<file path="src/rtl/peri_pdm_stereo_ctrl.sv">
`default_nettype none
// ============================================================================
// Module   : peri_pdm_stereo_ctrl
// Brief    : Wishbone-controlled stereo PDM microphone front end. Generates a
//            shared mic clock, counts ones per channel over a decimation
//            window and queues tagged counts in an 8-deep FIFO.
// Revision : 1.0 - initial release
// ============================================================================
module peri_pdm_stereo_ctrl #(
    parameter int ClkHz    = 48_000_000,
    parameter int MicHz    = 3_000_000,
    parameter int DecimLen = 128
) (
    input  logic       clk_i,
    input  logic       rst_i,
    input  logic       wb_we_i,
    input  logic [1:0] wb_adr_i,
    input  logic [7:0] wb_dat_i,
    input  logic       wb_stb_i,
    output logic [7:0] wb_dat_o,
    output logic       wb_ack_o,
    output logic       mic_clk_o,
    input  logic       mic_data_i,
    output logic       irq_o
);

    localparam logic [1:0] c_adr_ctrl   = 2'd0;
    localparam logic [1:0] c_adr_div    = 2'd1;
    localparam logic [1:0] c_adr_status = 2'd2;
    localparam logic [1:0] c_adr_data   = 2'd3;
    localparam logic [7:0] c_div_reset  = 8'(ClkHz / MicHz / 2 - 1);
    localparam logic [7:0] c_last_edge  = 8'(DecimLen - 1);
    localparam logic [3:0] c_depth      = 4'd8;

    logic       r_enable;
    logic       r_irq_en;
    logic [7:0] r_div;
    logic [7:0] r_cnt;
    logic       r_mic_clk;
    logic [7:0] r_acc0;
    logic [7:0] r_acc1;
    logic [7:0] r_edges0;
    logic [7:0] r_edges1;
    logic [8:0] r_mem [0:7];
    logic [2:0] r_wr_ptr;
    logic [2:0] r_rd_ptr;
    logic [3:0] r_level;
    logic       r_ovf;

    logic       w_wr;
    logic       w_rd;
    logic       w_ctrl_wr;
    logic       w_run;
    logic       w_tick;
    logic       w_edge_ch;
    logic [7:0] w_acc_sel;
    logic [7:0] w_edges_sel;
    logic [7:0] w_sum;
    logic       w_push;
    logic [8:0] w_push_data;
    logic       w_empty;
    logic       w_full;
    logic       w_pop;
    logic       w_accept;
    logic [8:0] w_head;

    assign w_wr      = wb_stb_i & wb_we_i;
    assign w_rd      = wb_stb_i & ~wb_we_i;
    assign w_ctrl_wr = w_wr && (wb_adr_i == c_adr_ctrl);

    // A write clearing enable stops the clock on the same edge, so mic_clk_o
    // is already low in the cycle after the write.
    assign w_run  = r_enable && !(w_ctrl_wr && !wb_dat_i[0]);
    assign w_tick = w_run && (r_cnt == 8'd0);

    // Toggle from high is a falling edge (channel 0), from low a rising edge (channel 1).
    assign w_edge_ch   = ~r_mic_clk;
    assign w_acc_sel   = w_edge_ch ? r_acc1 : r_acc0;
    assign w_edges_sel = w_edge_ch ? r_edges1 : r_edges0;
    assign w_sum       = w_acc_sel + {7'd0, mic_data_i};
    assign w_push      = w_tick && (w_edges_sel == c_last_edge);
    assign w_push_data = {w_edge_ch, w_sum};

    assign w_empty  = (r_level == 4'd0);
    assign w_full   = (r_level == c_depth);
    assign w_pop    = w_rd && (wb_adr_i == c_adr_data) && !w_empty;
    assign w_accept = w_push && (!w_full || w_pop);
    assign w_head   = r_mem[r_rd_ptr];

    always_ff @(posedge clk_i) begin
        if (rst_i) begin
            r_enable  <= 1'b0;
            r_irq_en  <= 1'b0;
            r_div     <= c_div_reset;
            r_cnt     <= c_div_reset;
            r_mic_clk <= 1'b0;
            r_acc0    <= 8'd0;
            r_acc1    <= 8'd0;
            r_edges0  <= 8'd0;
            r_edges1  <= 8'd0;
            r_wr_ptr  <= 3'd0;
            r_rd_ptr  <= 3'd0;
            r_level   <= 4'd0;
            r_ovf     <= 1'b0;
        end else begin
            if (w_ctrl_wr) begin
                r_enable <= wb_dat_i[0];
                r_irq_en <= wb_dat_i[1];
            end
            if (w_wr && (wb_adr_i == c_adr_div)) begin
                r_div <= wb_dat_i;
            end

            if (!w_run) begin
                r_mic_clk <= 1'b0;
                r_cnt     <= r_div;
                r_acc0    <= 8'd0;
                r_acc1    <= 8'd0;
                r_edges0  <= 8'd0;
                r_edges1  <= 8'd0;
            end else if (w_tick) begin
                r_mic_clk <= ~r_mic_clk;
                r_cnt     <= r_div;
                if (w_edge_ch) begin
                    r_acc1   <= w_push ? 8'd0 : w_sum;
                    r_edges1 <= w_push ? 8'd0 : r_edges1 + 8'd1;
                end else begin
                    r_acc0   <= w_push ? 8'd0 : w_sum;
                    r_edges0 <= w_push ? 8'd0 : r_edges0 + 8'd1;
                end
            end else begin
                r_cnt <= r_cnt - 8'd1;
            end

            if (w_accept) begin
                r_wr_ptr <= r_wr_ptr + 3'd1;
            end
            if (w_pop) begin
                r_rd_ptr <= r_rd_ptr + 3'd1;
            end
            if (w_accept && !w_pop) begin
                r_level <= r_level + 4'd1;
            end else if (!w_accept && w_pop) begin
                r_level <= r_level - 4'd1;
            end

            // Overflow wins over a simultaneous clear so no drop goes unreported.
            if (w_push && !w_accept) begin
                r_ovf <= 1'b1;
            end else if (w_wr && (wb_adr_i == c_adr_status) && wb_dat_i[6]) begin
                r_ovf <= 1'b0;
            end
        end
    end

    always_ff @(posedge clk_i) begin
        if (!rst_i && w_accept) begin
            r_mem[r_wr_ptr] <= w_push_data;
        end
    end

    always_comb begin
        wb_dat_o = 8'd0;
        case (wb_adr_i)
            c_adr_ctrl:   wb_dat_o = {6'd0, r_irq_en, r_enable};
            c_adr_div:    wb_dat_o = r_div;
            c_adr_status: wb_dat_o = {r_ovf, w_head[8] & ~w_empty, r_level, 1'b0, ~w_empty};
            c_adr_data:   wb_dat_o = w_empty ? 8'd0 : w_head[7:0];
            default:      wb_dat_o = 8'd0;
        endcase
    end

    assign wb_ack_o  = wb_stb_i;
    assign mic_clk_o = r_mic_clk;
    assign irq_o     = r_irq_en & ~w_empty;

endmodule
`default_nettype wire

</file>
<file path="config.mk">
export PLATFORM = sky130hd
export DESIGN_NAME = peri_pdm_stereo_ctrl
export DESIGN_NICKNAME = d
export VERILOG_FILES = /design/src/rtl/peri_pdm_stereo_ctrl.sv
export SDC_FILE = /design/constraint.sdc
export NUM_CORES = 1
export LEC_CHECK = 0
export ABC_CLOCK_PERIOD_IN_PS = 5530
export CAP_MARGIN = 10
export CORE_ASPECT_RATIO = 0.5
export CORE_MARGIN = 1
export CORE_UTILIZATION = 68
export CTS_BUF_LIST = sky130_fd_sc_hd__clkbuf_2 sky130_fd_sc_hd__clkbuf_4 sky130_fd_sc_hd__clkbuf_8
export CTS_CLUSTER_DIAMETER = 40
export DETAILED_ROUTE_END_ITERATION = 12
export PLACE_DENSITY = 0.94
export SLEW_MARGIN = 20
export SYNTH_ARGS = -nofsm -noshare
export SYNTH_HDL_FRONTEND = slang
export SYNTH_SLANG_ARGS = --single-unit
</file>
<file path="constraint.sdc">
create_clock -name clk_i -period 5.53 [get_ports clk_i]
set_clock_uncertainty 0.1 [all_clocks]
set_input_delay 0.553 -clock clk_i [delete_from_list [all_inputs] [get_ports clk_i]]
set_output_delay 0.553 -clock clk_i [all_outputs]
set_load 0.02 [all_outputs]
</file>
Word-level counts from Yosys, hierarchy flattened
Memories as Yosys holds them, arrays and structs flattened. A register that Yosys moved wholly into a read port is not among the register bits.
Cells that the tools add are included.
Storage, ports and cells
  memory bits (writable): 72
  word-level logic and storage cells: 83
  bits in registers: 62
  bits of input ports: 15
  output and inout bits: 11
  memories kept: 1
Operators by class
  equal/unequal tests: 5
  bitwise operators: 8
  reductions and logical operators: 31
  add/subtract/negate cells: 8
  multiplexer cells: 17
Memories
  r_mem: words 8, bits a word 9, read ports 1, clocked after Yosys merged registers in 1, write ports 1, line 44  | logic [8:0] r_mem [0:7];
Operator list (number)
  two-way mux 8 bit: 8
  case mux 8 bit (4 select lines): 1
  adder 8 x 1 -> 8 bit (second input constant): 2
  logical AND 1 bit: 15
  adder 8 x 1 -> 8 bit: 1
  == test 8 x 7 -> 1 bit (second input constant): 1
  zero test 8 bit: 1
  two-way mux 4 bit: 2
  subtractor 8 x 1 -> 8 bit (second input constant): 1
  zero test 1 bit: 7
  adder 3 x 1 -> 3 bit (second input constant): 2
  two-way mux 3 bit: 2
  adder 4 x 1 -> 4 bit (second input constant): 1
  AND 1 bit: 4
  == test 2 bit (second input constant): 2
  == test 4 bit (second input constant): 1
  zero test 4 bit: 1
  two-way mux 1 bit: 4
  NOT 1 bit: 4
  AND reduction 2 bit: 2
  nonzero test 2 bit: 2
  subtractor 4 x 1 -> 4 bit (second input constant): 1
  == test 2 x 1 -> 1 bit (second input constant): 1
  zero test 2 bit: 1
  2 further kinds: 2

Logic depth before layout (Yosys ltp)
Gate-level depths: netlist of the first run.
  depth in word-level cells: 12
  depth in mapped cells: 14
  mapped depth without buffers: 14

Least setup slack after synthesis of the first run
No wires, ideal clock.
  path kind: flip-flop to flip-flop
  from: register r_mic_clk (netlist: mic_clk_o)
  to: register r_level[3]
  path slack: 2.283 ns
  period minus slack after synthesis: 3.247 ns
  arrival: 3.077 ns
  cell stages (with the launch flop): 14
  buffers on the path: 1
  required time: 5.360 ns
  path through: dfxtp_1 -> buf_4 -> inv_1 -> o32a_4 -> or4_4 -> inv_2 -> ha_1 -> inv_1 -> ha_1 -> a21o_1 -> a21oi_1 -> xnor2_1 -> or3_1 -> a21oi_1
On the way
  word-level cells in the longest chain between the ends: 7
  elaborated cells between the ends (all ways): 9
  those cells by class: eq/ne (1); mux (2); reduce/logical (6)
Ends and longest elaborated chain
  from (decl): line 39  | logic r_mic_clk;
  from (signal assigned): line 122  | r_mic_clk <= ~r_mic_clk;
  two-way mux 8 bit *: line 79  | assign w_edges_sel = w_edge_ch ? r_edges1 : r_edges0;
  == test 8 x 7 -> 1 bit *: line 81  | assign w_push = w_tick && (w_edges_sel == c_last_edge);
  logical AND 1 bit *: line 81
  logical AND 1 bit *: line 87  | assign w_accept = w_push && (!w_full || w_pop);
  zero test 1 bit: line 143  | end else if (!w_accept && w_pop) begin
  logical AND 1 bit: line 143
  nonzero test 2 bit (no line)
  to (signal assigned): line 142  | r_level <= r_level + 4'd1;
  to (signal assigned): line 144  | r_level <= r_level - 4'd1;
  to (decl): line 47  | logic [3:0] r_level;
Mark *: on every way between the ends. The rest lies on a longest branch, timed or not.
A chain may end at the register's enable or synchronous reset.

Worst setup path in the final report of the first run
Ends and elaborated chain as after synthesis.

==> results of run 1 <==
==> cell usage after synthesis, types with 6 or more instances <==
master / count / area [um^2]
a211oi_1: 9 / 67.6
a21oi_1: 28 / 140
a22oi_1: 8 / 60.1
a32oi_1: 6 / 52.6
clkbuf_1: 14 / 52.6
dfxtp_1: 65 / 1300
edfxtp_1: 72 / 2160
ha_1: 11 / 138
inv_1: 9 / 33.8
mux2i_1: 18 / 180
mux4_2: 18 / 405
nand2_1: 50 / 188
nand3_1: 18 / 90.1
nand3b_1: 6 / 45.0
nand4_1: 7 / 43.8
nor2_1: 43 / 161
nor3_1: 12 / 60.1
o21ai_0: 14 / 70.1
xnor2_1: 14 / 123
xor2_1: 8 / 70.1
==> cells in the final DEF (no fill, tap or decap), types with 3 or more instances in the layout <==
cell type / instances
edfxtp_1: 72
dfxtp_1: 64
nand2_1: 50
nor2_1: 43
a21oi_1: 28
clkdlybuf4s50_1: 25
mux4_2: 18
mux2i_1: 18
nand3_1: 18
clkbuf_8: 18
o21ai_0: 14
xnor2_1: 14
nor3_1: 11
ha_1: 11
inv_1: 9
a211oi_1: 9
a22oi_1: 8
xor2_1: 8
nand4_1: 7
nand3b_1: 6
a32oi_1: 6
nand2b_1: 5
a32o_1: 5
clkinvlp_4: 5
or3_1: 4
inv_6: 4
buf_4: 4
or2_2: 3
nor2b_1: 3
a21o_1: 3
o22ai_1: 3
o31ai_1: 3
a211o_1: 3
nor3b_1: 3
==> area by class of cell <==
class | instances | area (um^2)
sequential | 137 | 3460
multi-input combinational | 340 | 2530
fill | 460 | 1900
timing repair buffer | 29 | 280
clock buffer | 19 | 255
tap | 117 | 146
clock inverter | 13 | 121
inverter | 10 | 37.5
==> flip-flops by register name (all words and copies together), names as in the netlist, named ones only <==
signal,flops
r_enable,1
r_irq_en,1
mic_clk_o,1
r_acc1,8
r_edges1,8
r_rd_ptr,3
r_edges0,8
r_div,8
r_wr_ptr,3
r_level,4
r_ovf,1
r_acc0,8
r_cnt,8
r_mem,72
==> through the flow <==
step | area (um^2) | instances | total power, W | hold slack, ps
2_1_floorplan | 6140 | 511 | 0.00111 | 329
3_3_place_gp | 6450 | 633 | 0.00113 | 340
3_5_place_dp | 6450 | 633 | 0.00113 | 344
4_1_cts | 6830 | 665 | 0.00189 | 354
5_1_grt | 6840 | 665 | 0.00194 | 381
6_report | 6840 | 665 | 0.00189 | 352
==> worst min-delay path, delay by kind of cell (launching register included) <==
kind | cells | cell delay [ps]
flops | 1 | 310
compound gates | 1 | 50
simple gates | 1 | 50
==> power groups by stage <==
stage	Clock (W)	Combinational, W	Sequential (W)
after floorplan	0	0.0000261	0.00109
after CTS	0.000779	0.0000460	0.00107
final	0.000780	0.0000469	0.00107
after global routing	0.000820	0.0000500	0.00107
after global placement	0	0.0000436	0.00109
after detailed placement	0	0.0000450	0.00109
==> cell families after synthesis <==
group | after synthesis | share of synthesized area
AOI/OAI and AO/OA | 94 | 0.108
xor gates and xnor gates | 22 | 0.0314
adders and majority gates | 12 | 0.0257
DFF | 137 | 0.564
muxes | 38 | 0.0990
buffers and inverters | 34 | 0.0261
and+or+nand+nor | 174 | 0.146
==> path summary, 6_finish.rpt <==
check	endpoint	slack [ps]	depth (start not counted)
worst max-delay path	r_level[3]	1730	12
worst max register to register	r_level[3]	1730	12
worst min-delay path	r_acc1[7]	350	2
worst min register to register	r_acc1[7]	350	2
==> metal layers <==
layer / vias up / track usage
met2: 278 / 0.501
met3: 47 / 0.0819
met5: - / 0
met4: 0 / 0.119
li1: 1985 / -
met1: 2184 / 0.458
==> results.sh, run 1 <==
export IMPL_tritoncts="done"
export IMPL_cp_cell_sequence="inv_1 > o32a_4 > or4_4 > inv_2 > ha_1 > inv_1 > ha_1 > a21o_1 > a21oi_1 > xnor2_1 > or3_1 > a21oi_1"
export IMPL_fp_dieH_um=69.2
export IMPL_postCtsSetupBuffers=0
export IMPL_place_ws_ps=1400
export IMPL_grt_pass1_wl_um=22400
export IMPL_finalHoldViolations=0
export IMPL_vias_per_cell=6.76
export IMPL_htreeDepth=4
export IMPL_internal_power_w=0.00146
export IMPL_coreArea_um2=8740
export IMPL_cpLargestDelayFamily="compound AO/OA/AOI/OAI gates"
export IMPL_drtAntennaViolNets=0
export IMPL_swShare=0.230
export IMPL_dp_hpwl_um=9070
export IMPL_synth_seq_cells=137
export IMPL_fin_setup_tns_ps=0
export IMPL_route_detailed_wl_per_inst_um=21.7
export IMPL_p_comb_frac=0.025
export IMPL_synth_nets=538
export IMPL_track_usage=0.327
export IMPL_post_route_util=0.783
export IMPL_relSlewSlack=0.234
export IMPL_leakage_nw=2.00
export IMPL_clk_path_buf_depth=2
export IMPL_max_cap_violations=0
export IMPL_slowest_delay_ps=600
export IMPL_area_delta_synth_final_pct=11.3
export IMPL_startpoint="mic_clk_o"
export IMPL_fin_ws_ps=1730
export IMPL_worst_slew_pin_slew_ps=1140
export IMPL_clkPwrFrac=0.412
export IMPL_nets=562
export IMPL_synth_edff_count=72
export IMPL_cp_start_kind="flip-flop"
export IMPL_wl_met2_um=6800
export IMPL_vdd_ir_drop_max_v=0.000261
export IMPL_m1WireLength_um=5900
export IMPL_r2r_start="mic_clk_o"
export IMPL_min_path_type="reg -> reg"
export IMPL_synth_area_um2=6140
export IMPL_initial_utilization=0.703
export IMPL_gr_total_overflow=0
export IMPL_p_switching_w=0.000436
export IMPL_firstDrtPassIters=5
export IMPL_path_clk_slew_ps=80
export IMPL_fp_row_count=24
export IMPL_crit_type="reg -> reg"
export IMPL_first_iter_violations=524
export IMPL_slew_violations=0
export IMPL_synthCells=511
export IMPL_ctsResizeCount=0
export IMPL_crit_buf_inv=3
export IMPL_numCtsBuffers=17
export IMPL_num_vias=4494
export IMPL_worstHoldStart="r_acc1[7]"
export IMPL_cts_hold_buf=0
export IMPL_end_kind="flip-flop"
export IMPL_pwr_density_cell_nw_per_um2=277
export IMPL_worstPathArrival_ps=4080
export IMPL_maxUsedRoutingLayer="met4"
export IMPL_pin_count=26
export IMPL_final_setup_viol_count=0
export IMPL_async_reset_ff_frac=0
export IMPL_worst_path_max_fanout=14
export IMPL_grt_pass1_vias=4165
export IMPL_place_gp_congestion=0.945
export IMPL_status="finished, final reports clean"
export IMPL_synth_avg_cell_area_um2=12.0
export IMPL_ys_flop_type="edfxtp_1"
export IMPL_met3_length_um=1370
export IMPL_grt_start_max_net_pins=46
export IMPL_dieArea_um2=9440
export IMPL_period_minus_slack_ps=3800
export IMPL_drive_gt1_frac=0.133
export IMPL_yosysWarnings=0
export IMPL_antenna_found_initial=0
export IMPL_seqPwrFrac=0.563
export IMPL_drt_wl_total_um=14400
export IMPL_slowest_stage="dfxtp_1"
export IMPL_synth_distinct_cells=63
export IMPL_rsz0062_at_grt="no"
export IMPL_max_freq_mhz=263
export IMPL_diodes=0
export IMPL_worstPathRequired_ps=5810
export IMPL_root_buffer="clkbuf_8"
export IMPL_min_period_over_period=0.687
export IMPL_portBuffers=25
export IMPL_die_w_um=136
export IMPL_cts_sinks=137
export IMPL_seq_area_frac_synth=0.564
export IMPL_clk_latency_ps=450
export IMPL_drc=0
No activity file was read; power rests on OpenSTA's default activity.
==> inputs of run 2 (changes only) <==
--- a/config.mk
+++ b/config.mk
@@ -5,15 +5,15 @@
 export SDC_FILE = /design/constraint.sdc
 export NUM_CORES = 1
 export LEC_CHECK = 0
-export ABC_CLOCK_PERIOD_IN_PS = 5530
+export ABC_CLOCK_PERIOD_IN_PS = 3950
 export CAP_MARGIN = 10
 export CORE_ASPECT_RATIO = 0.5
 export CORE_MARGIN = 1
-export CORE_UTILIZATION = 68
+export CORE_UTILIZATION = 63
 export CTS_BUF_LIST = sky130_fd_sc_hd__clkbuf_2 sky130_fd_sc_hd__clkbuf_4 sky130_fd_sc_hd__clkbuf_8
 export CTS_CLUSTER_DIAMETER = 40
 export DETAILED_ROUTE_END_ITERATION = 12
-export PLACE_DENSITY = 0.94
+export PLACE_DENSITY = 0.88
 export SLEW_MARGIN = 20
 export SYNTH_ARGS = -nofsm -noshare
 export SYNTH_HDL_FRONTEND = slang
==> constraint.sdc (replaced) <==
create_clock -name clk_i -period 3.95 [get_ports clk_i]
set_clock_uncertainty 0.1 [all_clocks]
set_input_delay 0.395 -clock clk_i [delete_from_list [all_inputs] [get_ports clk_i]]
set_output_delay 0.395 -clock clk_i [all_outputs]
set_load 0.02 [all_outputs]
==> results.sh, run 2 (synthesis results as in run 1) <==
export IMPL_p_comb_frac=0.024
export IMPL_place_ws_ps=60.1
export IMPL_worstHoldStart="r_acc1[0]"
export IMPL_cpLargestDelayFamily="simple AND/OR/NAND/NOR gates"
export IMPL_power_w=0.00268
export IMPL_max_cap_violations=0
export IMPL_cp_start_kind="flip-flop"
export IMPL_worstPathArrival_ps=3800
export IMPL_fillerInstances=626
export IMPL_cts_sinks=137
export IMPL_firstDrtPassIters=5
export IMPL_cp_cell_sequence="inv_1 > ha_1 > nor3b_2 > o2111ai_4 > or4_4 > inv_2 > ha_1 > inv_1 > ha_1 > a21o_1 > a21oi_1 > xnor2_1 > or3_1 > a21oi_1"
export IMPL_fp_dieH_um=71.8
export IMPL_swShare=0.223
export IMPL_die_w_um=142
export IMPL_max_freq_mhz=285
export IMPL_finalHoldViolations=0
export IMPL_place_gp_congestion=0.898
export IMPL_slowest_delay_ps=500
export IMPL_first_iter_violations=420
export IMPL_coreArea_um2=9450
export IMPL_slew_violations=0
export IMPL_fp_row_count=25
export IMPL_grt_pass1_vias=4060
export IMPL_drt_wl_total_um=13800
export IMPL_portBuffers=25
export IMPL_numCtsBuffers=17
export IMPL_vdd_ir_drop_max_v=0.000252
export IMPL_regMostFlops="r_mem"
export IMPL_leakage_nw=2.11
export IMPL_grt_pass1_wl_um=21700
export IMPL_worst_slew_pin_slew_ps=972
export IMPL_final_setup_viol_count=0
export IMPL_clkPwrFrac=0.419
export IMPL_clk_path_buf_depth=2
export IMPL_slowest_stage="or4_4"
export IMPL_rsz0062_at_grt="no"
export IMPL_crit_buf_inv=3
export IMPL_relSlewSlack=0.348
export IMPL_diodes=0
export IMPL_track_usage=0.291
export IMPL_nets=579
export IMPL_r2r_slack_ps=440
export IMPL_fin_setup_tns_ps=0
export IMPL_grt_start_max_net_pins=46
export IMPL_dp_hpwl_um=9440
export IMPL_pwr_density_cell_nw_per_um2=384
export IMPL_r2r_start="r_cnt[0]"
export IMPL_end_kind="flip-flop"
export IMPL_tritoncts="done"
export IMPL_route_detailed_wl_per_inst_um=19.7
export IMPL_largest_reg_flops=72
export IMPL_cts_hold_buf=0
export IMPL_drive_gt1_frac=0.156
export IMPL_crit_type="reg -> reg"
export IMPL_status="finished, final reports clean"
export IMPL_gr_total_overflow=0
export IMPL_initial_utilization=0.650
export IMPL_drtAntennaViolNets=0
export IMPL_pin_count=26
export IMPL_min_path_type="reg -> reg"
export IMPL_vias_per_cell=6.22
export IMPL_p_switching_w=0.000598
export IMPL_worst_path_max_fanout=7
export IMPL_layout_common_cells="72 x edfxtp_1, 65 x dfxtp_1, 50 x nand2_1"
export IMPL_worstPathRequired_ps=4240
export IMPL_path_common_cell="ha_1"
export IMPL_path_clk_slew_ps=80
export IMPL_clk_latency_ps=460
export IMPL_htreeDepth=4
export IMPL_startpoint="r_cnt[0]"
export IMPL_dieArea_um2=10200
export IMPL_period_minus_slack_ps=3510
export IMPL_final_common_cell="edfxtp_1"
export IMPL_fin_ws_ps=443
export IMPL_area_delta_synth_final_pct=13.7
export IMPL_num_vias=4352
export IMPL_postCtsSetupBuffers=0
export IMPL_drc=0
export IMPL_internal_power_w=0.00209
export IMPL_root_buffer="clkbuf_8"
export IMPL_ctsResizeCount=0
export IMPL_seqPwrFrac=0.557
export IMPL_antenna_found_initial=0
export IMPL_min_period_over_period=0.888
## run 2: power by group through the flow
stage | sequential (W) | clock, W | combinational [W]
floorplan | 0.00152 | 0 | 0.0000365
global placement | 0.00153 | 0 | 0.0000617
detailed placement | 0.00153 | 0 | 0.0000641
CTS | 0.00149 | 0.00113 | 0.0000646
global route | 0.00149 | 0.00119 | 0.0000700
finish | 0.00149 | 0.00112 | 0.0000653
## run 2: path summary, 6_finish.rpt
| kind | end | cells after the start |
|---|---|---|
| worst min register to register | r_acc1[0] | 2 |
| worst max register to register | r_level[3] | 14 |
| worst min-delay path | r_acc1[0] | 2 |
| worst max-delay path | r_level[3] | 14 |
## run 2: per-layer routing
layer / share of wire / global-route usage / up-vias
li1: - / - / 2012
met1: 0.45 / 0.404 / 2149
met2: 0.47 / 0.449 / 169
met3: 0.070 / 0.0742 / 22
met4: 0.017 / 0.103 / 0
met5: 0 / 0 / -
## run 2: metrics by stage
step	area, um^2	utilization	std cells	hold WS (ps)
3_5_place_dp	6600	0.698	668	346
2_1_floorplan	6140	-	511	329
4_1_cts	6990	0.739	700	355
3_3_place_gp	6600	0.698	668	338
6_report	6990	0.739	700	353
5_1_grt	6990	0.739	700	373
## run 2: final cells by class
class	count	area (um^2)	area share
Sequential cell	137	3460	0.496
Multi-Input combinational cell	340	2520	0.361
Timing Repair Buffer	46	408	0.0584
Clock buffer	18	241	0.0346
Tap cell	135	169	0.0242
Clock inverter	14	146	0.0210
Inverter	10	37.5	0.00537
## run 2: worst reg2reg max path, cell delays in order (launching register included)
cell       delay, ps
dfxtp_1          350
inv_1            130
ha_1             190
nor3b_2          310
o2111ai_4        240
or4_4            500
inv_2            130
ha_1             200
inv_1             90
ha_1             280
a21o_1           180
a21oi_1          180
xnor2_1          120
or3_1            320
a21oi_1          150
==> inputs of run 3 (changes only) <==
--- a/config.mk
+++ b/config.mk
@@ -8,7 +8,6 @@
 export ABC_CLOCK_PERIOD_IN_PS = 3950
 export CAP_MARGIN = 10
 export CORE_ASPECT_RATIO = 0.5
-export CORE_MARGIN = 1
 export CORE_UTILIZATION = 63
 export CTS_BUF_LIST = sky130_fd_sc_hd__clkbuf_2 sky130_fd_sc_hd__clkbuf_4 sky130_fd_sc_hd__clkbuf_8
 export CTS_CLUSTER_DIAMETER = 40
==> results of run 3 <==
No change in the layout: final DEF, timing and power equal those of run 2.
